$ cat config.mk
export PLATFORM = sky130hd
export DESIGN_NAME = key_debounce_repeat_flat
export DESIGN_NICKNAME = d
export VERILOG_FILES = /design/src/rtl/key_input_pkg.sv /design/src/rtl/key_debounce_repeat_if.sv /design/src/rtl/debounce_filter.sv /design/src/rtl/key_debounce_repeat.sv /design/src/flat_wrapper.sv
export SDC_FILE = /design/constraint.sdc
export NUM_CORES = 1
export LEC_CHECK = 0
export ABC_AREA = 1
export BUFFER_PORTS_ARGS = -buffer_cell sky130_fd_sc_hd__buf_2
export CORE_ASPECT_RATIO = 0.5
export CORE_MARGIN = 1
export CORE_UTILIZATION = 35
export DETAILED_ROUTE_END_ITERATION = 12
export SLEW_MARGIN = 30
export SYNTH_ARGS = -nofsm -noshare
export SYNTH_HDL_FRONTEND = slang
export SYNTH_HIERARCHICAL = 1
export SYNTH_SLANG_ARGS = --single-unit
$ cat constraint.sdc
create_clock -name clock -period 3.5 [get_ports clock]
set_input_delay 0.175 -clock clock [delete_from_list [all_inputs] [get_ports clock]]
set_output_delay 0.175 -clock clock [all_outputs]
set_load 0.02 [all_outputs]
$ cat src/rtl/key_input_pkg.sv
// Shared definitions for the board-key input path: repeat FSM states and
// default 50 MHz timing constants.
package key_input_pkg;

  typedef enum logic [1:0] {
    IDLE = 2'd0,
    DAS  = 2'd1,
    ARR  = 2'd2
  } repeat_state_e;

  localparam int unsigned CLK_HZ        = 50_000_000;
  localparam int unsigned DEBOUNCE_20MS = 1_000_000;
  localparam int unsigned DAS_267MS     = 13_350_000;
  localparam int unsigned ARR_50MS      = 2_500_000;

endpackage

$ cat src/rtl/key_debounce_repeat_if.sv
// Key path bundle between the synchronizer/game side (master) and one
// key_debounce_repeat instance (slave).
interface key_debounce_repeat_if;
  import key_input_pkg::*;

  // Level/strobe signalling, no handshake: key_sync and repeat_en are sampled
  // every clock; all outputs are registered and each pulse is high for one cycle.
  logic          key_sync;
  logic          repeat_en;
  logic          key_level;
  logic          press_pulse;
  logic          release_pulse;
  logic          move_pulse;
  repeat_state_e state;

  modport master (
    output key_sync, repeat_en,
    input  key_level, press_pulse, release_pulse, move_pulse, state
  );

  modport slave (
    input  key_sync, repeat_en,
    output key_level, press_pulse, release_pulse, move_pulse, state
  );

endinterface

$ cat src/rtl/debounce_filter.sv
// Stable-count debouncer: the level flips only after STABLE_CYCLES
// consecutive samples disagreeing with it.
module debounce_filter #(
  parameter int unsigned STABLE_CYCLES = 4,
  parameter int unsigned CNT_W         = 8
) (
  input  logic clock,
  input  logic reset,
  input  logic key_sync,
  output logic level,
  output logic rise,
  output logic fall,
  output logic rise_next,
  output logic fall_next
);

  logic [CNT_W-1:0] cnt;
  logic             differ;
  logic             hit;

  assign differ = (key_sync != level);
  assign hit    = differ && (cnt == CNT_W'(STABLE_CYCLES - 1));

  // Exported so the repeat logic can register its move pulse on the same edge.
  assign rise_next = hit && !level;
  assign fall_next = hit && level;

  always_ff @(posedge clock or posedge reset) begin
    if (reset) begin
      cnt   <= '0;
      level <= 1'b0;
      rise  <= 1'b0;
      fall  <= 1'b0;
    end else begin
      rise <= rise_next;
      fall <= fall_next;
      if (!differ) begin
        cnt <= '0;
      end else if (hit) begin
        level <= ~level;
        cnt   <= '0;
      end else if (cnt != '1) begin
        cnt <= cnt + 1'b1;
      end
    end
  end

endmodule

$ cat src/rtl/key_debounce_repeat.sv
// Debounced key with press/release strobes and delayed-auto-shift repeat
// move pulses for held keys.
module key_debounce_repeat
  import key_input_pkg::*;
#(
  parameter int unsigned STABLE_CYCLES = DEBOUNCE_20MS,
  parameter int unsigned DAS_CYCLES    = DAS_267MS,
  parameter int unsigned ARR_CYCLES    = ARR_50MS,
  parameter int unsigned CNT_W         = 24
) (
  input logic                  clock,
  input logic                  reset,
  key_debounce_repeat_if.slave bus
);

  localparam longint unsigned CNT_MAX = (64'd1 << CNT_W) - 64'd1;

  if (STABLE_CYCLES < 2 || DAS_CYCLES < 2 || ARR_CYCLES < 2 ||
      64'(STABLE_CYCLES) > CNT_MAX || 64'(DAS_CYCLES) > CNT_MAX ||
      64'(ARR_CYCLES) > CNT_MAX) begin : g_bad_params
    $error("key_debounce_repeat: timing parameter below 2 or wider than CNT_W");
  end

  localparam logic [CNT_W-1:0] DAS_LAST = CNT_W'(DAS_CYCLES - 1);
  localparam logic [CNT_W-1:0] ARR_LAST = CNT_W'(ARR_CYCLES - 1);

  logic             level;
  logic             rise;
  logic             fall;
  logic             rise_next;
  logic             fall_next;
  logic             move_q;
  logic [CNT_W-1:0] rcnt;
  repeat_state_e    state;

  debounce_filter #(
    .STABLE_CYCLES(STABLE_CYCLES),
    .CNT_W        (CNT_W)
  ) u_filter (
    .clock    (clock),
    .reset    (reset),
    .key_sync (bus.key_sync),
    .level    (level),
    .rise     (rise),
    .fall     (fall),
    .rise_next(rise_next),
    .fall_next(fall_next)
  );

  // Release takes priority so a repeat tick never lands on the release edge.
  always_ff @(posedge clock or posedge reset) begin
    if (reset) begin
      state  <= IDLE;
      rcnt   <= '0;
      move_q <= 1'b0;
    end else begin
      move_q <= 1'b0;
      if (fall_next) begin
        state <= IDLE;
        rcnt  <= '0;
      end else if (rise_next) begin
        state  <= DAS;
        rcnt   <= '0;
        move_q <= 1'b1;
      end else begin
        case (state)
          IDLE: rcnt <= '0;
          DAS: begin
            if (rcnt == DAS_LAST) begin
              if (bus.repeat_en) begin
                move_q <= 1'b1;
                rcnt   <= '0;
                state  <= ARR;
              end
            end else if (rcnt != '1) begin
              rcnt <= rcnt + 1'b1;
            end
          end
          ARR: begin
            // With repeat disabled the count freezes and resumes later.
            if (bus.repeat_en) begin
              if (rcnt == ARR_LAST) begin
                move_q <= 1'b1;
                rcnt   <= '0;
              end else if (rcnt != '1) begin
                rcnt <= rcnt + 1'b1;
              end
            end
          end
          default: begin
            state <= IDLE;
            rcnt  <= '0;
          end
        endcase
      end
    end
  end

  assign bus.key_level     = level;
  assign bus.press_pulse   = rise;
  assign bus.release_pulse = fall;
  assign bus.move_pulse    = move_q;
  assign bus.state         = state;

endmodule
$ cat src/flat_wrapper.sv
// flat-port wrapper written by rule: the top's interface ports become plain ports
module key_debounce_repeat_flat import key_input_pkg::*;
#(
  parameter int unsigned STABLE_CYCLES = DEBOUNCE_20MS,
  parameter int unsigned DAS_CYCLES    = DAS_267MS,
  parameter int unsigned ARR_CYCLES    = ARR_50MS,
  parameter int unsigned CNT_W         = 24
)
  (clock, reset, bus_key_sync, bus_repeat_en, bus_key_level, bus_press_pulse, bus_release_pulse, bus_move_pulse, bus_state);
  key_debounce_repeat_if bus_i ();
  input logic clock;
  input logic reset;
  input wire logic [$bits(bus_i.key_sync)-1:0] bus_key_sync;
  input wire logic [$bits(bus_i.repeat_en)-1:0] bus_repeat_en;
  output wire logic [$bits(bus_i.key_level)-1:0] bus_key_level;
  output wire logic [$bits(bus_i.press_pulse)-1:0] bus_press_pulse;
  output wire logic [$bits(bus_i.release_pulse)-1:0] bus_release_pulse;
  output wire logic [$bits(bus_i.move_pulse)-1:0] bus_move_pulse;
  output wire logic [$bits(bus_i.state)-1:0] bus_state;
  assign bus_i.key_sync = bus_key_sync;
  assign bus_i.repeat_en = bus_repeat_en;
  assign bus_key_level = bus_i.key_level;
  assign bus_press_pulse = bus_i.press_pulse;
  assign bus_release_pulse = bus_i.release_pulse;
  assign bus_move_pulse = bus_i.move_pulse;
  assign bus_state = bus_i.state;
  key_debounce_repeat #(.STABLE_CYCLES(STABLE_CYCLES), .DAS_CYCLES(DAS_CYCLES), .ARR_CYCLES(ARR_CYCLES), .CNT_W(CNT_W)) u_core (.clock(clock), .reset(reset), .bus(bus_i));
endmodule
==> out/results.txt, run 1 <==
Setup repair after global routing left no endpoint under its margin. Setup violations remaining at the end of the flow were counted as 0. In the synthesized netlist the async set-or-reset flop fraction comes to 100.0%.

Gates resized during post-CTS repair numbered 0. The tools report the remaining design rule violation count as 0. Synthesis produced a netlist whose cell count is 543. The tree is rooted in a sky130_fd_sc_hd__clkbuf_16. VDD sags by at most 0.1786 mV.

The die covers 11310 um^2. Entering global routing, the biggest net connects 32 pins. Along the worst hold path, the cell count comes to 3. The tools report the start point of the worst hold path as bus_key_sync.

The clock reaches the later pin of the worst-skew pair after 0.29 ns. Cells with a size suffix above 1 make up 16.46% of the layout. The final RePlAce weighted congestion was 0.9492. The run gives 36.65% as the starting density of the core. Between clock sinks in the finished design, the worst skew comes to 0.009022 ns.

Power spread over the standard cell area amounts to 364.8 nW/um^2. After clock tree synthesis, the clock-pin slew on the worst setup and hold paths is 0.07 ns. The logic depth of the worst register-to-register path was 13. TritonCTS built the clock tree. The share of the cycle needed by the critical path after routing works out to 85.64%. For the worst hold slack after final layout, the log shows 0.1966 ns. The run finished with clean final reports. The layout-stage area growth over the synthesis result is 8.487%.

The critical path goes through ha_1 > nand2_2 > nor2_4 > nand2_1 > inv_1 > nand3_1 > nor3_1 > nor2_1 > o211a_1 > nand2_4 > nand2_2 > inv_2 > nor2_1. In the synthesized netlist the dominant register cell turns out to be sky130_fd_sc_hd__dfrtp_1. The maximum net fanout on the critical path is 31. Counting distinct cell types in the post-synthesis netlist gives 36. The worst path meets setup with 0.5026 ns of slack. The area share of the leading cell type in the synthesized netlist came out at 35.53%. The placeable core region is 10380 um^2, and the count of nets after finishing is 561. The wire length reported by the detailed router is 8.836 mm, and the delay of the slowest critical-path stage is 0.45 ns. The count of hold buffers inserted by post-cts repair is 1, and the number of vias per cell is 4.838. The library cells used most frequently in the layout, excluding fill and tap cells, are 128 x sky130_fd_sc_hd__nand2_1, 95 x sky130_fd_sc_hd__nor2_1, 54 x sky130_fd_sc_hd__dfrtp_1. The commonest non-fill, non-tap cell in the layout was sky130_fd_sc_hd__nand2_1. The worst path in the final design needs a cycle of 2.997 ns, including I/O delays and setup. The terminating pin of the worst hold path was u_core/u_filter/rise.

The pre-CTS worst setup slack is 0.5007 ns, and the instance area at placement is 3954 um^2. The analysis attributes to cell leakage a power of 1.865 nW. Worst flop-to-flop path endpoint: u_core/rcnt[12].

The run gives 3.68 ns as the required time of the worst setup path. The number of global-route vias before repair was 3215; the die outline width was 149.4 um. Startpoint of the worst-slack reg-to-reg timing path: u_core/u_filter/cnt[0]. The first routing iteration left 277 violations. The run gives 26 as the site row count. Based on the critical path, the design can be clocked at up to 333.6 MHz. The synthesized netlist net count came out at 552. Once the clock tree was built, the setup fixing pass inserted 0 buffers. The register-to-register path setup slack is 0.50 ns, and the pin slew with the least headroom to its limit is 0.5905 ns. Max-cap violations in this run came to 0. The pre-antenna-repair detailed-routing pass consisted of 4 iterations. Sequential cells were found to cover 35.53% of the synthesized design area.

The detail route stage leaves a number of antenna-violating nets equal to 0. The headroom to the max-slew limit is 60.58%, and the mean area per synthesized cell is 7.005 um^2. The synthesized netlist occupies a cell area of 3804 um^2. By area the synthesized netlist is led by sky130_fd_sc_hd__dfrtp_1 36%, sky130_fd_sc_hd__nand2_1 13%, sky130_fd_sc_hd__nor2_1 9.4%, sky130_fd_sc_hd__nand3_1 6.8%, sky130_fd_sc_hd__inv_1 5.2%.

The final instance area was 4126 um^2. The nature of the critical path startpoint is a flip-flop. The nature of the critical path endpoint is a flip-flop. Cell type contributing the most total cell area after synthesis: sky130_fd_sc_hd__dfrtp_1.

The run gives 0 as the number of antenna violations at the first check in global routing. Summed over all layers, the global routing overflow is 0. Kind of critical path: flip-flop to flip-flop. Warning count from the yosys run: 6. The final route contains 3353 vias. CTS built an H-tree with a depth of 2.

The clock passes through at most 2 buffers. The run gives 0 as the final hold violation count. For the wire length of the first global-routing pass, the log shows 15.62 mm. The sum of internal, switching and leakage power came out at 0.001505 W. The logs give 0 ns for the total negative slack for setup checks and 6.631 mm for the HPWL after detailed placement.

The logs give 10 for the number of ports placed on the die boundary and 54 for the total clock sinks. The number of synthesized flops with an enable pin was 0; the global-route usage over all layers was 17.72%. The path class of the tightest hold or removal check is input pin to flip-flop.

The data arrival time of the critical path came out at 3.18 ns. Flip-flop and latch count after synthesis: 54. The final number of max-transition violations was 0; the number of buffers added by the clock tree synthesis step was 5. Port buffering added 9 buffers.

0 antenna diodes ended up in the layout. In the final routed layout, each cell accounts on average for 12.75 um. The slowest stage of the critical path is the sky130_fd_sc_hd__dfrtp_1 cell.

In this run the vertical extent of the chip is 75.72 um.
==> flip-flops by register name, indices dropped and copies added, names as in the netlist <==
| register | flops |
|---|---|
| u_core/u_filter/rise | 1 |
| u_core/u_filter/fall | 1 |
| u_core/rcnt | 24 |
| u_core/u_filter/level | 1 |
| u_core/u_filter/cnt | 24 |
| u_core/bus.move_pulse | 1 |
| u_core/bus.state | 2 |
==> critical path: cells and delay by family, from the launching register on <==
family	cells	cell delay (ns)
buffers and inverters	2	0.37
adders and majority gates	1	0.26
and+or+nand+nor	9	1.63
AOI/OAI and AO/OA	1	0.16
DFF	1	0.45
==> worst max path at each step <==
| stage | start | to | slack [ns] |
|---|---|---|---|
| after detailed placement | u_core/u_filter/cnt[0] | u_core/rcnt[12] | 0.50 |
| final | u_core/u_filter/cnt[0] | u_core/rcnt[12] | 0.50 |
| after global routing | u_core/u_filter/cnt[0] | u_core/rcnt[12] | 0.18 |
| after CTS | u_core/u_filter/cnt[0] | u_core/rcnt[12] | 0.49 |
| after global placement | u_core/u_filter/cnt[0] | u_core/rcnt[0] | 0.63 |
| after floorplan | u_core/u_filter/cnt[0] | u_core/rcnt[7] | 1.12 |
==> per-stage QoR <==
step           std cells  util, %
2_1_floorplan        543        -
3_3_place_gp         684    38.10
3_5_place_dp         684    38.10
4_1_cts              693    39.76
5_1_grt              693    39.76
6_report             693    39.76
==> Yosys cell counts, types with 5 or more instances <==
master / count
sky130_fd_sc_hd__nand4_1: 25
sky130_fd_sc_hd__a21oi_1: 6
sky130_fd_sc_hd__xor2_1: 7
sky130_fd_sc_hd__buf_6: 5
sky130_fd_sc_hd__o21bai_1: 5
sky130_fd_sc_hd__nand3_2: 6
sky130_fd_sc_hd__nand2_2: 22
sky130_fd_sc_hd__nor2_1: 95
sky130_fd_sc_hd__nor3_1: 18
sky130_fd_sc_hd__inv_2: 13
sky130_fd_sc_hd__ha_1: 5
sky130_fd_sc_hd__nor2_2: 9
sky130_fd_sc_hd__inv_1: 53
sky130_fd_sc_hd__nor2_4: 8
sky130_fd_sc_hd__nand3_1: 52
sky130_fd_sc_hd__nand2_1: 128
sky130_fd_sc_hd__dfrtp_1: 54
==> where the power goes <==
group,switching (W),internal [W]
Combinational,0.000208,0.0000761
Sequential,0.0000164,0.000644
Clock,0.000223,0.000339
Total,0.000447,0.00106
==> layer usage <==
| metal | up-vias | GRT usage, % | part of all wire, % |
|---|---|---|---|
| met5 | - | 0 | 0 |
| met4 | 0 | 3.855 | 0.57 |
| met2 | 44 | 30.97 | 47 |
| li1 | 1758 | - | - |
| met3 | 4 | 3.413 | 3.9 |
| met1 | 1547 | 23.15 | 49 |
==> logic make-up after synthesis <==
| group | count (synthesis) | synth area share (%) |
|---|---|---|
| buffers and inverters | 76 | 8.717 |
| AND/OR/NAND/NOR | 379 | 48.55 |
| flip-flops | 54 | 35.53 |
| AO/OA/AOI/OAI | 22 | 3.948 |
| adder cells (fa/ha/maj) | 5 | 1.645 |
| XOR/XNOR | 7 | 1.612 |
==> area by class of cell <==
type                            instances  area [um^2]
Fill cell                            1075         6251
Multi-Input combinational cell        413         2121
Sequential cell                        54         1351
Inverter                               67        254.0
Tap cell                              140        175.2
Clock buffer                            7        132.6
Timing Repair Buffer                   11        62.56
Clock inverter                          1        30.03
No activity file was read; power rests on OpenSTA's default activity.
==> run 2, diff against run 1 <==
Settings changed: GPL_TIMING_DRIVEN set to 0.
==> run 2 against run 1 <==
  * Clock skew is 0.0022 ns lower
  * Total power fell by 1.6%
  * Clock-buffer cell count down 2
  * Global-route usage rose by 0.59 points
  * Final cell count rose by 1.0%
  * Sequential share of layout area is 0.37 points lower
  * Highest routed layer unchanged
==> out/results.txt, run 2 (synthesized netlist as in run 1, its figures left out) <==
The flow ran to the end, and the final reports show no timing, DRC or antenna violations. In this run the static leakage power is 1.888 nW. The internal power component was 0.001003 W; the number of ports placed on the die boundary was 10. The global-route usage over all layers is 18.31%, and the count of buffering cells on the critical path with inverters included is 3. Wire length reported by the detailed router: 9.252 mm. In this run the remaining antenna-violating nets after routing total 0. The commonest non-fill, non-tap cell in the layout is sky130_fd_sc_hd__nand2_1. The run gives 0.006830 ns as the worst clock skew. The layer flagged by global routing as most heavily used is met2. In this run the standard cell core region covers 10380 um^2. In the final design database the tool counted 569 nets. The switching share of power works out to 32.32%.

The full die area is 11310 um^2, and the remaining design rule violation count is 0. The final number of max-transition violations was 0; the pin slew with the least headroom to its limit was 0.5893 ns. The later-pin clock latency in the skew report is 0.30 ns. Dividing the detail-routed wire length by the instance count gives 13.22 um. In the routed layout, each cell is associated on average with a via count of 4.921. After filler insertion, the fill cell instance count of the layout stands at 1084.

Compared with the post-synthesis result, the final layout area differs by 9.737%. The initial detailed-routing violation count came out at 232. For the starting density of the core, the log shows 36.65%.

The number of global-route vias before repair was 3280. Gate family responsible for the most delay along the worst path: simple AND/OR/NAND/NOR gates. The number of antenna violations at the first check in global routing came out at 0. TritonCTS built the clock tree. The logs give 0 for the max-cap check violation count and 31.43% for the met2 track demand over resource in global routing. The share of the cycle needed by the critical path after routing was 84.33%; the site row count was 26.

In the final layout, the share of cells above drive strength 1 is 17.68%. In this run the number of H-tree levels came out at 2. Of all nets on the critical path, the largest fanout is 10.

In the layout the commonest cells are 128 x sky130_fd_sc_hd__nand2_1, 95 x sky130_fd_sc_hd__nor2_1, 54 x sky130_fd_sc_hd__dfrtp_1. The number of buffers on the longest clock path is 2, and the switching power summed over all nets is 0.0004789 W. 0 antenna diodes ended up in the layout. For met3 alone, demand over resource in global routing was 3.353%.

The largest registers in the layout are u_core/rcnt (24), u_core/u_filter/cnt (24), u_core/bus.state (2). Buffers added to address setup during post-CTS repair amount to 0. At the worst endpoint, the arrival time is 3.17 ns. Total negative slack for setup checks: 0 ns.

Class of the worst hold path: input pin to flip-flop. The run gives 3445 as the vias after detailed routing. The tree is rooted in a sky130_fd_sc_hd__clkbuf_16. The largest individual stage delay along the critical path comes from the cell sky130_fd_sc_hd__dfrtp_1.

The die outline width is 149.4 um, and the number of instances resized during post-cts repair is 0. For the peak ir drop on the vdd network, the log shows 0.2859 mV. Traced cell by cell, the critical path runs through ha_1 > nand2_2 > nor2_4 > nand2_1 > inv_1 > nand3_1 > nor3_1 > nor2_1 > o211a_1 > nand2_4 > buf_6 > buf_6 > nand4_1 > a21oi_1. The design draws 0.001482 W. The count of buffers added on input and output ports is 9.

Power spread over the standard cell area amounts to 355.0 nW/um^2. Setup repair after global routing left no endpoint under its margin. The total clock sinks is 54. The run gives 5 as the number of buffers added by the clock tree synthesis step. Residual overflow from global routing: 0. The count of hold buffers inserted by post-cts repair was 1.

The final RePlAce weighted congestion was 0.8805; the number of optimization iterations in the first detailed-route pass was 5. The smallest clock period supported by the final layout is computed as 2.952 ns. The clock network accounts for 33.5% of the total power.

STA classifies the critical path startpoint as a flip-flop. The height of the chip is 75.72 um. The run gives 28 as the pin count of the biggest net entering global routing. For met1 alone, demand over resource in global routing was 24.56%. Clock-pin slew was measured on the worst setup and hold paths at 0.07 ns. For the worst setup path, the data required time is 3.72 ns. The first global-routing pass estimated 16.13 mm of wire. The highest attainable clock frequency was 338.8 MHz; the share of total power in combinational logic was 22.0%. STA classifies the critical path endpoint as a flip-flop. The delay of the slowest critical-path stage was 0.47 ns. The logs give 0 for the final hold violation count and 7.005 mm for the HPWL after detailed placement. The kind of critical path was flip-flop to flip-flop.

The cell occurring most often along the worst timing path is sky130_fd_sc_hd__buf_6. Measured against its own limit, the worst slew margin works out to 60.66%. Setup violations remaining at the end of the flow were counted as 0. The share of power burned in registers is 44.6%.
==> run 2: layout make-up <==
class / instances / area, um^2 / area share, %
tap: 140 / 175.2 / 4.197
inverter: 67 / 254.0 / 6.085
timing repair buffer: 10 / 55.05 / 1.319
clock buffer: 5 / 125.1 / 2.998
buffer: 9 / 77.57 / 1.859
multi-input combinational: 413 / 2121 / 50.81
sequential: 54 / 1351 / 32.37
clock inverter: 2 / 15.01 / 0.3597
==> run 2: per-layer routing <==
layer | routed length, um | share of wire, %
met5 | 0 | 0
met4 | 65 | 0.70
met3 | 357 | 3.9
met2 | 4352 | 47
met1 | 4476 | 48
==> run 2: through the flow <==
stage / cells / util, % / setup slack [ns] / hold WS [ns] / instance area [um^2]
after floorplan: 543 / - / 1.117 / 0.2277 / 3804
after global placement: 692 / 38.78 / 0.5255 / 0.4358 / 4024
after detailed placement: 692 / 38.78 / 0.5411 / 0.2974 / 4024
after CTS: 700 / 40.22 / 0.5103 / 0.1215 / 4174
after global routing: 700 / 40.22 / 0.1984 / 0.1338 / 4174
final: 700 / 40.22 / 0.5484 / 0.1250 / 4174
==> run 2: final timing paths <==
path / start / end / slack (ns) / cells past startpoint
min in group asynchronous: reset / u_core/u_filter/cnt[10] / 0.49 / 3
worst max-delay path: u_core/u_filter/cnt[0] / u_core/rcnt[19] / 0.55 / 14
worst min register to register: u_core/u_filter/cnt[1] / u_core/u_filter/cnt[1] / 0.56 / 2
worst max register to register: u_core/u_filter/cnt[0] / u_core/rcnt[19] / 0.55 / 14
worst min-delay path: bus_key_sync / u_core/u_filter/fall / 0.12 / 2
max in group asynchronous: reset / u_core/rcnt[12] / 2.60 / 3
==> run 2: power groups by stage <==
stage | sequential (W) | clock, W | combinational, W
after global placement | 0.000672 | 0 | 0.000327
final | 0.000660 | 0.000496 | 0.000326
after detailed placement | 0.000673 | 0 | 0.000330
after floorplan | 0.000681 | 0 | 0.000231
after CTS | 0.000660 | 0.000520 | 0.000331
after global routing | 0.000663 | 0.000538 | 0.000364
==> run 3, diff against run 2 <==
Clock period 3.5 ns to 2.9 ns, I/O delays scaled along.
==> run 3 against run 2 <==
  * Clock skew about the same
  * Largest power group unchanged
  * Highest routed layer unchanged
  * Register-to-register slack got worse by 0.31 ns
  * Final area rose by 0.99%
  * Final cell count grew 0.14%
  * Sequential power grew 21%
==> out/results.txt, run 3 (synthesized netlist as in run 1, its figures left out) <==
For the pin with the worst max-slew slack, the measured transition is 0.5896 ns. The number of H-tree levels is 2, and the count of placed standard cells including taps is 692. The vias after detailed routing came out at 3429. The placeable core region came out at 10380 um^2. Final RePlAce weighted congestion: 0.8805. In the layout the commonest cells are 128 x sky130_fd_sc_hd__nand2_1, 95 x sky130_fd_sc_hd__nor2_1, 53 x sky130_fd_sc_hd__dfrtp_1. The layout-stage area growth over the synthesis result was 10.82%; the final standard cell count with taps included and fillers excluded was 701. Setup repair after global routing left no endpoint under its margin. The run gives 0 as the max-cap check violation count. The tools report the number of optimization iterations in the first detailed-route pass as 4. The flow ran to the end, and the final reports show no timing, DRC or antenna violations. Number of vias per cell: 4.892. TritonCTS built the clock tree. The startpoint identified for the worst hold timing path is bus_key_sync. After detailed routing, the average wire length per cell comes to 13.26 um.

The slowest stage of the critical path belongs to the cell sky130_fd_sc_hd__dfrtp_2. From bottom edge to top edge, the die measures 75.72 um. The delay of the slowest critical-path stage came out at 0.43 ns. Entering global routing, the biggest net connects 28 pins.

The run gives 0 as the final hold violation count. The tools report the data arrival time of the critical path as 2.88 ns. The run gives 11310 um^2 as the full die area. The logs give 0 for the total of endpoints with negative setup slack in the final report and 0.30 ns for the later-pin clock latency in the skew report.

The detail route stage leaves a number of antenna-violating nets equal to 0. The number of antenna violations at the first check in global routing was 0; the remaining design rule violation count was 0. The tools report the wire length of the first global-routing pass as 16.17 mm. The worst hold path belongs to the class input pin to flip-flop.

Once the floorplan was initialized, standard cells occupied 36.65% of the core. The number of global-route vias before repair is 3300. For this run, the top clock speed supported by timing is 376.3 MHz.

The tree is rooted in a sky130_fd_sc_hd__clkbuf_16. Traced cell by cell, the critical path runs through ha_2 > nand2_2 > nor2_4 > nand2_1 > inv_1 > nand3_2 > nor3_4 > nor2_1 > o211a_1 > nand2_4 > buf_6 > buf_6 > nand4_1 > a21oi_1. The startpoint of the worst-slack reg-to-reg timing path was u_core/u_filter/cnt[0]. STA classifies the critical path startpoint as a flip-flop. The number of buffers added by the clock tree synthesis step was 5; the die outline width was 149.4 um.

IR analysis of the VDD net gives a maximum drop of 0.3451 mV. For the total clock sinks, the log shows 54. The final number of max-transition violations is 0, and the HPWL after detailed placement is 7.005 mm.

In the final layout, the registers with the most flip-flops are u_core/rcnt (24), u_core/u_filter/cnt (24), u_core/bus.state (2). For the worst setup path, the data required time is 3.12 ns. For this run, the post-layout net count is 570.

The final instance area is 4215 um^2, and the global-route usage over all layers is 18.35%. The worst path uses 91.65% of the clock period. Across the routed clock network, the largest skew measured is 0.007104 ns. The tools report the site row count as 26.

After the first detailed-routing iteration, the DRC count stood at 258. The analysis attributes to cell leakage a power of 1.901 nW. The tools report the nature of the critical path endpoint as a flip-flop. The start point of the critical path is u_core/u_filter/cnt[0]. After global routing the overflow that remains totals 0. The time the worst path needs with I/O delays and setup was 2.658 ns. For the worst flop-to-flop path, the logic depth is 14.

Clock-pin slew on the worst setup and hold paths: 0.07 ns. The critical path is of the flip-flop to flip-flop type. 0 antenna diodes ended up in the layout. Of the cells placed in the final design, the portion with a size suffix greater than 1 is 18.72%. Of all nets on the critical path, the largest fanout is 10. The number of ports placed on the die boundary is 10, and the instance area at placement is 4024 um^2. The logs give 60.64% for the headroom to the max-slew limit and 9.292 mm for the wire length reported by the detailed router. The cell that appears most often on the critical path is sky130_fd_sc_hd__buf_6.

The number of buffers on the longest clock path is 2, and the power per cell area is 425.5 nW/um^2. The number of buffers inserted by port buffering works out to 9. Leaving out fill and tap cells, the most frequent cell in the layout is sky130_fd_sc_hd__nand2_1. The worst hold path was traced through 3 stages.
run 3: cell types whose count changed in the layout (fill, tap and decap cells not counted):
cell                       previous run  this run
sky130_fd_sc_hd__buf_2               11        10
sky130_fd_sc_hd__buf_4                1         2
sky130_fd_sc_hd__clkbuf_4             0         1
sky130_fd_sc_hd__dfrtp_1             54        53
sky130_fd_sc_hd__dfrtp_2              0         1
sky130_fd_sc_hd__ha_1                 5         4
sky130_fd_sc_hd__ha_2                 0         1
sky130_fd_sc_hd__nand3_1             52        51
sky130_fd_sc_hd__nand3_2              6         7
sky130_fd_sc_hd__nor3_1              18        16
sky130_fd_sc_hd__nor3_4               0         2
run 3: final timing paths:
kind | slack, ns | endpoint
setup / recovery | 0.24 | u_core/rcnt[19]
hold reg to reg | 0.56 | u_core/u_filter/cnt[1]
min in group asynchronous | 0.46 | u_core/u_filter/cnt[10]
max in group asynchronous | 2.02 | u_core/u_filter/cnt[0]
setup reg to reg | 0.24 | u_core/rcnt[19]
hold / removal | 0.19 | u_core/u_filter/fall
run 3: routing by layer:
metal | part of all wire [%] | GRT usage [%]
met5 | 0 | 0
met4 | 0.86 | 3.515
met3 | 3.2 | 3.353
met2 | 47 | 31.58
met1 | 49 | 24.56
run 3: worst max-delay path: cells and delay by family, from the launching register on:
family / cells / cell delay, ns
flops: 1 / 0.43
simple gates: 8 / 1.11
compound gates: 2 / 0.30
buf+inv: 3 / 0.49
fa+ha+maj: 1 / 0.24
run 3: layout make-up:
| class | count | area (um^2) |
|---|---|---|
| clock buffers | 5 | 125.1 |
| multi-input cells | 413 | 2151 |
| plain buffers | 9 | 80.08 |
| flip-flops and latches | 54 | 1353 |
| fillers | 1086 | 6162 |
| clock inverters | 2 | 15.01 |
| repair buffers | 11 | 62.56 |
| inverters | 67 | 254.0 |
| well taps | 140 | 175.2 |
run 3: power by group:
group,switching [W],internal [W],total (W)
clock,0.000283,0.000316,0.000599
combinational,0.000277,0.000120,0.000397
sequential,0.0000212,0.000777,0.000798
run 3: per-stage QoR:
stage	total power, W	setup WS, ns	setup TNS (ns)	util, %	hold WS (ns)
finish	0.001794	0.2422	0	40.62	0.1909
global route	0.001893	0.05861	0	40.62	0.1955
detailed placement	0.001210	-0.05890	-0.3046	38.78	0.2674
global placement	0.001206	-0.07448	-0.3152	38.78	0.4058
floorplan	0.001100	0.5168	0	-	0.1977
CTS	0.001825	0.06404	0	40.32	0.06337
run 3: timing repair:
action                                  CTS  global route
buffers inserted                          0             1
resized for setup                         2             6
hold buffers                              1             0
pin swaps                                 0             1
hold endpoints to repair                 54             0
endpoints found under the setup margin   15            24
